===== config.mk =====
export PLATFORM = sky130hd
export DESIGN_NAME = decode_stage
export DESIGN_NICKNAME = d
export VERILOG_FILES = /design/src/rtl/decode_stage.sv
export SDC_FILE = /design/constraint.sdc
export NUM_CORES = 1
export LEC_CHECK = 0
export BUFFER_PORTS_ARGS = -buffer_cell sky130_fd_sc_hd__buf_2
export CAP_MARGIN = 20
export CORE_MARGIN = 2
export CORE_UTILIZATION = 30
export DETAILED_ROUTE_END_ITERATION = 16
export HOLD_SLACK_MARGIN = 0.02
export SLEW_MARGIN = 20
export SYNTH_ARGS = -nofsm -noshare
export SYNTH_HDL_FRONTEND = slang
export SYNTH_SLANG_ARGS = --single-unit

===== constraint.sdc =====
create_clock -name i_clk -period 17.3 [get_ports i_clk]
set_input_delay 5.19 -clock i_clk [delete_from_list [all_inputs] [get_ports i_clk]]
set_output_delay 5.19 -clock i_clk [all_outputs]
set_load 0.05 [all_outputs]

===== src/rtl/decode_stage.sv =====
// Purpose: ID stage - 8x16 register file with write-through reads, opcode decode into MEM/EX/WB bundles, immediate and flush.
// Latency: reads and decode are combinational (0 cycles); write-back commits on the rising clock edge.
// Backpressure: none; the stage never stalls, and a two-word LDM raises o_flush to squash the next fetched word.
module decode_stage #(
    parameter int WIDTH = 16,
    parameter int REGS  = 8,
    localparam int AW   = $clog2(REGS)
) (
    input  logic             i_clk,
    input  logic             i_rst,
    input  logic [5:0]       i_opcode,
    input  logic [AW-1:0]    i_src,
    input  logic [AW-1:0]    i_dst,
    input  logic [3:0]       i_shiftamount,
    input  logic             i_regwrite,
    input  logic [WIDTH-1:0] i_wd,
    input  logic [AW-1:0]    i_wa,
    output logic [WIDTH-1:0] o_rsrc,
    output logic [WIDTH-1:0] o_rdst,
    output logic [WIDTH-1:0] o_imm,
    output logic [3:0]       o_mem_signals,
    output logic [5:0]       o_ex_signals,
    output logic [2:0]       o_wb_signals,
    output logic             o_flush
);

    // Register file storage
    logic [WIDTH-1:0] r_regs [REGS];

    // Combinational read and decode results, before the reset gate
    logic [WIDTH-1:0] w_rsrc;
    logic [WIDTH-1:0] w_rdst;
    logic [3:0]       w_mem;
    logic             w_alu_en;
    logic [3:0]       w_alu_op;
    logic             w_shamt_sel;
    logic [2:0]       w_wb;
    logic             w_flush;

    // Write-back port: async clear, then one register written per rising edge
    always_ff @(posedge i_clk or posedge i_rst) begin
        if (i_rst) begin
            for (int i = 0; i < REGS; i++) begin
                r_regs[i] <= '0;
            end
        end else if (i_regwrite) begin
            r_regs[i_wa] <= i_wd;
        end
    end

    // Operand reads; a same-cycle write to the addressed register bypasses the array
    always_comb begin
        w_rsrc = r_regs[i_src];
        w_rdst = r_regs[i_dst];
        if (i_regwrite && (i_wa == i_src)) begin
            w_rsrc = i_wd;
        end
        if (i_regwrite && (i_wa == i_dst)) begin
            w_rdst = i_wd;
        end
    end

    // Opcode decode; anything not listed falls through as a NOP with all controls low
    always_comb begin
        w_mem       = 4'b0000;
        w_alu_en    = 1'b0;
        w_alu_op    = 4'b0000;
        w_shamt_sel = 1'b0;
        w_wb        = 3'b000;
        w_flush     = 1'b0;
        case (i_opcode)
            6'd1, 6'd2, 6'd3, 6'd4, 6'd5, 6'd6, 6'd7, 6'd8: begin
                // NOT INC DEC MOV ADD SUB AND OR: ALU result written back
                w_alu_en = 1'b1;
                w_alu_op = i_opcode[3:0];
                w_wb     = 3'b100;
            end
            6'd9, 6'd10: begin
                // SHL SHR: ALU op taking the shift amount from the immediate
                w_alu_en    = 1'b1;
                w_alu_op    = i_opcode[3:0];
                w_shamt_sel = 1'b1;
                w_wb        = 3'b100;
            end
            6'd11: begin
                // LDM: immediate written back, second instruction word squashed
                w_wb    = 3'b110;
                w_flush = 1'b1;
            end
            6'd12: begin
                // LDD
                w_mem = 4'b1010;
                w_wb  = 3'b101;
            end
            6'd13: begin
                // STD
                w_mem = 4'b0110;
            end
            6'd14: begin
                // PUSH
                w_mem = 4'b0101;
            end
            6'd15: begin
                // POP
                w_mem = 4'b1000;
                w_wb  = 3'b101;
            end
            default: begin
                w_mem = 4'b0000;
            end
        endcase
    end

    // Every output is held at zero while reset is asserted
    assign o_rsrc        = i_rst ? '0 : w_rsrc;
    assign o_rdst        = i_rst ? '0 : w_rdst;
    assign o_imm         = i_rst ? '0 : {{(WIDTH-4){1'b0}}, i_shiftamount};
    assign o_mem_signals = i_rst ? 4'b0000 : w_mem;
    assign o_ex_signals  = i_rst ? 6'b000000 : {w_alu_en, w_alu_op, w_shamt_sel};
    assign o_wb_signals  = i_rst ? 3'b000 : w_wb;
    assign o_flush       = i_rst ? 1'b0 : w_flush;

endmodule


==> results.toml, run 1 <==
[global_route]
antenna_found_initial = 0
grt_max_degree = 93
grt_pass1_vias = 5210
grt_overflow_total = 0
grt_usage = 0.151
grt_pass1_wl_um = 30300

[synthesis]
yosysUniqueCellTypes = 37
synth_area_per_cell_um2 = 12.6
ys_ff_latch = 128
syn_area_um2 = 7610
yosysWarnings = 0
synth_seq_area_share = 0.421
synth_cells = 605

[sta]
max_slew.worst_pin.slew_ns = 0.986
finalHoldViolCount = 0
rsz0062_at_grt = "no"
layout_min_cycle_time_ns = 12.82
fin_skew_ns = 0
relSlewSlack = 0.341
setup-violations-final = 0
max_freq_ghz = 0.0780
finalSetupTns_ns = 0
finalCritPeriodShare = 0.741
setup_ws_ns = 4.48
slew_viol_final = 0

[drt]
route.vias.total = 5076
drtPass1Iterations = 4
routedWlPerCell_um = 19.4
ant_nets = 0
viasPerCell = 5.10
routed_wl_um = 19300
drtIter0Drc = 314
drc = 0

[hold_path]
hold_path_class = "reg -> reg"
holdPathEnd = "r_regs[37]"
min-delay-start = "r_regs[37]"
hold_path_depth = 1

[die]
rows = 58
die_w_um = 163
die_area_um2 = 26700
ios = 100
core_um2 = 25000
initial_utilization = 0.304
fp.dieH_um = 163

[critical_path]
cp-start-kind = "input pin"
cp_cell_sequence = "buf_2 > buf_4 > xnor2_1 > nand4_1 > buf_4 > a21oi_1 > buf_2"
cp_max_fo = 48
worstSetupPathType = "in -> out"
r2r-end = "r_regs[80]"
r2r_cells = 1
cpPeakStageDelay_ns = 0.64
crit_path_top_delay_cell = "buf_4"
worst_setup_path_end_kind = "primary output"
reg2reg_from = "r_regs[80]"
cp.required_ns = 12.11
cp_data_arrival_time_ns = 7.63
reg2reg_slack_ns = 16.50

[finish]
largest-register = "r_regs"
mostFrequentLayoutCells = "dfrtp_1 (128), mux2_2 (108), buf_2 (87)"
drive_gt1_frac = 0.444
post-route-util = 0.348
largest_register_ffs = 128
top_regs = "r_regs: 128 flops"
fin_cells = 995
area_delta_synth_final_pct = 14.4
final_area_um2 = 8710
final_common_cell = "dfrtp_1"
n_fill_cell = 2461
fin_nets = 692
diodes = 0

[clocking]
hold_buffers = 0
cts_root_buffer = "clkbuf_16"
cts_tree = "done"
worst_skew_pair.late_latency_ns = 0.41
cts_inserted_buffers = 17
clock_path_buffers = 2
cts.sinks = 128
clkSlewWorstSetupHoldPaths_ns = 0.05
postCtsSetupBuffers = 0
h-tree-depth = 4
cts_resized = 0

[place]
place_ws_ns = 4.47
place_area_um2 = 8120
place_inst = 964
io_buffers = 87
routabilityCongestion = 0.691
place_hpwl_um = 11700

[run]
drv_cap = 0

[pwr]
powerDensity_nw_per_um2 = 119
p_leak_uw = 0.00379
vdd_drop_max_mv = 0.0683

[run_status]
status = "complete, no violations"
[through the flow]
step | hold WS [ns] | power, µW
2_1_floorplan | 0.491 | 632
3_3_place_gp | 0.501 | 681
3_5_place_dp | 0.509 | 688
4_1_cts | 0.521 | 1040
5_1_grt | 0.539 | 1090
6_report | 0.518 | 1040
[worst max path at each step]
stage / start / to / slack [ns] / cells past startpoint
after floorplan: i_rst / o_rdst[10] / 1.56 / 4
after global placement: i_src[2] / o_rsrc[0] / 4.48 / 7
after detailed placement: i_src[2] / o_rsrc[15] / 4.47 / 7
after CTS: i_src[2] / o_rsrc[15] / 4.45 / 7
after global routing: i_rst / o_rdst[3] / 4.24 / 6
final: i_src[2] / o_rsrc[0] / 4.48 / 7
[synthesized netlist by cell type, drive strengths merged]
| master | number | share of area |
|---|---|---|
| or3 | 1 | 0.00082 |
| inv | 1 | 0.00049 |
| nor2 | 5 | 0.0025 |
| nor3 | 3 | 0.0049 |
| nand4 | 3 | 0.0033 |
| clkbuf | 18 | 0.0089 |
| buf | 58 | 0.049 |
| mux4 | 34 | 0.10 |
| o41ai | 1 | 0.0012 |
| mux2 | 128 | 0.20 |
| or2 | 2 | 0.0016 |
| a21oi | 64 | 0.042 |
| conb | 1 | 0.00049 |
| o21ai | 32 | 0.021 |
| nor2b | 6 | 0.0049 |
| nand2b | 4 | 0.0043 |
| xnor2 | 7 | 0.0081 |
| nor3b | 3 | 0.0059 |
| nand3 | 2 | 0.0013 |
| mux2i | 62 | 0.081 |
| dfrtp | 128 | 0.42 |
| o22ai | 30 | 0.025 |
| nand2 | 3 | 0.0015 |
| nand4b | 4 | 0.0071 |
| nand3b | 1 | 0.00099 |
| and2 | 4 | 0.0033 |
[layout make-up]
class | count | area, µm² | area share
clock inverters | 6 | 80.1 | 0.00919
clock buffers | 24 | 502 | 0.0576
well taps | 330 | 413 | 0.0474
multi-input cells | 411 | 4010 | 0.460
repair buffers | 95 | 499 | 0.0573
inverters | 1 | 8.76 | 0.00101
flip-flops and latches | 128 | 3200 | 0.368
[where the power goes]
group / leakage [µW] / switching [µW] / internal [µW]
sequential: 0.00154 / 48.2 / 366
clock: 0.000292 / 126 / 228
combinational: 0.00196 / 137 / 131
total: 0.00379 / 311 / 726
[logic make-up (layout without fill, tap and decap cells)]
family / after synthesis / count (layout) / synth area share
XOR/XNOR: 7 / 7 / 0.00805
other: 1 / 12 / 0.000492
AND/OR/NAND/NOR: 41 / 41 / 0.0424
flip-flops: 128 / 128 / 0.421
AO/OA/AOI/OAI: 127 / 127 / 0.0889
buffers and inverters: 77 / 126 / 0.0583
multiplexers: 224 / 224 / 0.381
[worst max-delay path, delay by kind of cell]
family / cells / cell delay (ns)
AOI/OAI and AO/OA: 1 / 0.28
xor gates and xnor gates: 1 / 0.20
and+or+nand+nor: 1 / 0.46
buffers and inverters: 4 / 1.46
[layer usage]
layer | up-vias | global-route usage | wire length (µm)
met1 | 2609 | 0.202 | 8740
met3 | 14 | 0.0289 | 804
met5 | - | 0 | 0
li1 | 2341 | - | -
met2 | 112 | 0.246 | 9540
met4 | 0 | 0.0495 | 231
Note: power is estimated with default switching activity, not from simulation.
==> run 2, diff against run 1 <==
- clock period: 17.3 -> 12.5 ns (I/O delays scaled with it)
==> run 2 against run 1 <==
Against the previous run:
- worst setup slack lost 1.9 ns
- wire length increased by 5.6%
- worst hold slack improved by 0.0066 ns
- non-clock buffer count stayed put
- clock power grew 63%
- register-to-register slack got worse by 4.8 ns
- via count grew 2.0%
- utilization increased by 0.41 points
- global-route usage is 0.59 points higher
- critical path type unchanged
==> results.toml, run 2 (same netlist as run 1, synthesis figures left out) <==
[die]
ios = 100
initial_utilization = 0.304
core_um2 = 25000
fp.dieH_um = 163
die_area_um2 = 26700
die_w_um = 163
rows = 58

[pwr]
powerDensity_nw_per_um2 = 174
vdd_drop_max_mv = 0.0901
p_leak_uw = 0.00382

[clocking]
clock_path_buffers = 2
cts_tree = "done"
cts.sinks = 128
h-tree-depth = 4
cts_inserted_buffers = 17
clkSlewWorstSetupHoldPaths_ns = 0.06
worst_skew_pair.late_latency_ns = 0.42
cts_resized = 0
hold_buffers = 0
cts_root_buffer = "clkbuf_16"
postCtsSetupBuffers = 0

[drt]
ant_nets = 0
drtPass1Iterations = 5
route.vias.total = 5177
drtIter0Drc = 378
routedWlPerCell_um = 20.4
viasPerCell = 5.18
drc = 0
routed_wl_um = 20400

[hold_path]
hold_path_depth = 1
min-delay-start = "r_regs[2]"
hold_path_class = "reg -> reg"
holdPathEnd = "r_regs[2]"

[finish]
largest_register_ffs = 128
area_delta_synth_final_pct = 15.8
fin_nets = 692
final_common_cell = "dfrtp_1"
largest-register = "r_regs"
top_regs = "r_regs: 128 flops"
mostFrequentLayoutCells = "dfrtp_1 (128), mux2_2 (108), buf_2 (87)"
drive_gt1_frac = 0.444

[global_route]
grt_overflow_total = 0
grt_max_degree = 98
grt_pass1_vias = 4980
grt_usage = 0.157
grt_pass1_wl_um = 31000
antenna_found_initial = 3

[sta]
whs_ns = 0.525
setup-violations-final = 0
max_freq_ghz = 0.100
finalCritPeriodShare = 0.797
fin_skew_ns = 0
layout_min_cycle_time_ns = 9.96
finalSetupTns_ns = 0
finalHoldViolCount = 0
max_slew.worst_pin.slew_ns = 1.08
slew_viol_final = 0
rsz0062_at_grt = "no"
relSlewSlack = 0.279

[critical_path]
cp_cell_sequence = "buf_2 > xnor2_1 > nand4_1 > buf_4 > a21oi_1 > buf_2"
cp-start-kind = "input pin"
cp.required_ns = 8.75
reg2reg_from = "r_regs[88]"
r2r-end = "r_regs[88]"
crit_top_cell = "buf_2"
r2r_cells = 1
reg2reg_slack_ns = 11.70
cp_max_fo = 20
crit_path_top_delay_cell = "buf_2"
cpPeakStageDelay_ns = 0.59
worst_setup_path_end_kind = "primary output"
worstSetupPathType = "in -> out"
cp_data_arrival_time_ns = 6.21

[run_status]
status = "complete, no violations"

[place]
routabilityCongestion = 0.769
place_hpwl_um = 12400
io_buffers = 87

[run]
drv_cap = 0
run 2: per-stage QoR:
step	setup WS [ns]	utilization	instance area (µm²)	instances	total power, µW
after floorplan	1.91	-	7660	616	874
after global placement	2.59	0.325	8130	965	949
after detailed placement	2.57	0.325	8130	965	958
after CTS	2.56	0.352	8810	996	1540
after global routing	2.43	0.352	8820	998	1600
final	2.54	0.352	8820	999	1530
run 2: area by class of cell:
type	count	area, µm²
fill	2462	16200
multi-input combinational	411	4010
sequential	128	3200
timing repair buffer	95	495
clock buffer	20	447
tap	330	413
clock inverter	11	235
inverter	1	8.76
antenna	3	7.51
run 2: layer usage:
| metal | global-route usage | share of wire |
|---|---|---|
| met1 | 0.216 | 0.46 |
| met2 | 0.246 | 0.47 |
| met3 | 0.0320 | 0.055 |
| met4 | 0.0519 | 0.014 |
| met5 | 0 | 0.00034 |
run 2: where the power goes:
part           internal (µW)  switching, µW
clock network            397            182
logic                    182            195
registers                507           68.8
total                   1090            446
run 2: worst max path at each step:
stage / startpoint / endpoint / slack (ns) / cells past startpoint
after detailed placement: i_dst[1] / o_rdst[15] / 2.57 / 6
final: i_dst[1] / o_rdst[15] / 2.54 / 6
after global placement: i_dst[1] / o_rdst[0] / 2.59 / 6
after global routing: i_dst[1] / o_rdst[0] / 2.43 / 6
after floorplan: i_rst / o_rdst[10] / 1.91 / 4
after CTS: i_dst[1] / o_rdst[15] / 2.56 / 6
run 2: critical path: cells and delay by family:
| kind | cells | cell delay, ns |
|---|---|---|
| and+or+nand+nor | 1 | 0.53 |
| xor gates and xnor gates | 1 | 0.19 |
| AOI/OAI and AO/OA | 1 | 0.34 |
| buffers and inverters | 3 | 1.38 |
==> run 3, diff against run 2 <==
- clock period: 12.5 -> 9.1 ns (I/O delays scaled with it)
==> run 3 against run 2 <==
Against the previous run:
- worst hold slack got worse by 0.0019 ns
- clock skew unchanged
- sequential share of layout area increased by 0.38 points
- final cell count up 0.20%
- wire length down 0.91%
- first-iteration DRC count is 9.5% lower
- die area stayed put
- sequential cell count unchanged
- clock power rose by 12%
- non-clock buffer count grew 5
- total power up 28%
==> results.toml, run 3 (same netlist as run 1, synthesis figures left out) <==
[die]
ios = 100
fp.dieH_um = 163
initial_utilization = 0.304
die_w_um = 163
core_um2 = 25000
die_area_um2 = 26700
rows = 58

[hold_path]
min-delay-start = "r_regs[35]"
hold_path_class = "reg -> reg"
hold_path_depth = 1
holdPathEnd = "r_regs[35]"

[sta]
finalSetupTns_ns = 0
relSlewSlack = 0.245
slew_viol_final = 0
setup_ws_ns = 1.57
max_slew.worst_pin.slew_ns = 1.13
setup-violations-final = 0
finalHoldViolCount = 0
finalCritPeriodShare = 0.827
max_freq_ghz = 0.133
fin_skew_ns = 0
rsz0062_at_grt = "no"
layout_min_cycle_time_ns = 7.53

[finish]
diodes = 0
fin_nets = 697
largest_register_ffs = 128
top_regs = "r_regs: 128 flops"
n_fill_cell = 2469
final_common_cell = "dfrtp_1"
area_delta_synth_final_pct = 14.6
largest-register = "r_regs"
mostFrequentLayoutCells = "dfrtp_1 (128), mux2_2 (108), buf_2 (87)"
drive_gt1_frac = 0.447
multi_input_area_um2 = 4010
seq_area_um2 = 3200

[critical_path]
cp.required_ns = 6.37
reg2reg_from = "r_regs[96]"
r2r_cells = 1
cp_data_arrival_time_ns = 4.80
cp-start-kind = "input pin"
worstSetupPathType = "in -> out"
reg2reg_slack_ns = 8.31
worst_setup_path_end_kind = "primary output"
r2r-end = "r_regs[96]"
cp_max_fo = 29

[clocking]
h-tree-depth = 4
cts_root_buffer = "clkbuf_16"
clkSlewWorstSetupHoldPaths_ns = 0.05
cts_tree = "done"
worst_skew_pair.late_latency_ns = 0.41
hold_buffers = 0
cts.sinks = 128
cts_resized = 0
clock_path_buffers = 2
cts_inserted_buffers = 17
postCtsSetupBuffers = 0

[pwr]
vdd_drop_max_mv = 0.129
p_leak_uw = 0.00380
powerDensity_nw_per_um2 = 224

[global_route]
grt_pass1_wl_um = 31000
grt_usage = 0.156
grt_overflow_total = 0
grt_max_degree = 94
grt_pass1_vias = 5037
antenna_found_initial = 0

[place]
place_ws_ns = 1.63
place_hpwl_um = 12700
routabilityCongestion = 0.747
io_buffers = 87

[run_status]
status = "complete, no violations"

[drt]
route.vias.total = 5264
drtIter0Drc = 342
drtPass1Iterations = 5
viasPerCell = 5.26
ant_nets = 0
routedWlPerCell_um = 20.2
routed_wl_um = 20200
drc = 0

[run]
drv_cap = 0
[run 3: how the worst max path moves through the flow]
stage / start / to / slack [ns] / cells past startpoint
finish: i_dst[2] / o_rdst[15] / 1.57 / 7
global route: i_dst[2] / o_rdst[10] / 1.50 / 7
CTS: i_dst[2] / o_rdst[15] / 1.63 / 7
detailed placement: i_dst[2] / o_rdst[15] / 1.63 / 7
global placement: i_dst[2] / o_rdst[15] / 1.63 / 7
floorplan: i_rst / o_rdst[10] / 0.55 / 4
[run 3: layout make-up]
cell class	count	area share
repair buffers	100	0.0611
clock buffers	25	0.0579
multi-input cells	411	0.459
flip-flops and latches	128	0.367
inverters	1	0.00100
clock inverters	6	0.00631
well taps	330	0.0473
[run 3: per-stage QoR]
step	power (µW)	instance area, µm²	hold slack, ns	cells	utilization
after floorplan	1200	7660	0.491	616	-
after global placement	1300	8170	0.499	970	0.326
after detailed placement	1310	8170	0.511	970	0.326
after CTS	1970	8730	0.523	1001	0.349
after global routing	2050	8730	0.539	1001	0.349
final	1950	8730	0.523	1001	0.349
[run 3: critical path: stages]
cell	delay (ns)
buf_2	0.50
buf_4	0.54
mux2i_1	0.14
o22ai_1	0.19
a21oi_1	0.06
a21oi_1	0.28
buf_2	0.32
[run 3: per-layer routing]
| metal | vias to the layer above | wire length, µm | track usage |
|---|---|---|---|
| met5 | - | 0 | 0 |
| met4 | 0 | 246 | 0.0467 |
| met3 | 16 | 871 | 0.0284 |
| met2 | 129 | 9830 | 0.245 |
| met1 | 2754 | 9270 | 0.218 |
| li1 | 2365 | - | - |
[run 3: report_power, final]
part | switching [µW] | internal, µW
logic | 264 | 251
clock network | 241 | 408
registers | 94.4 | 697
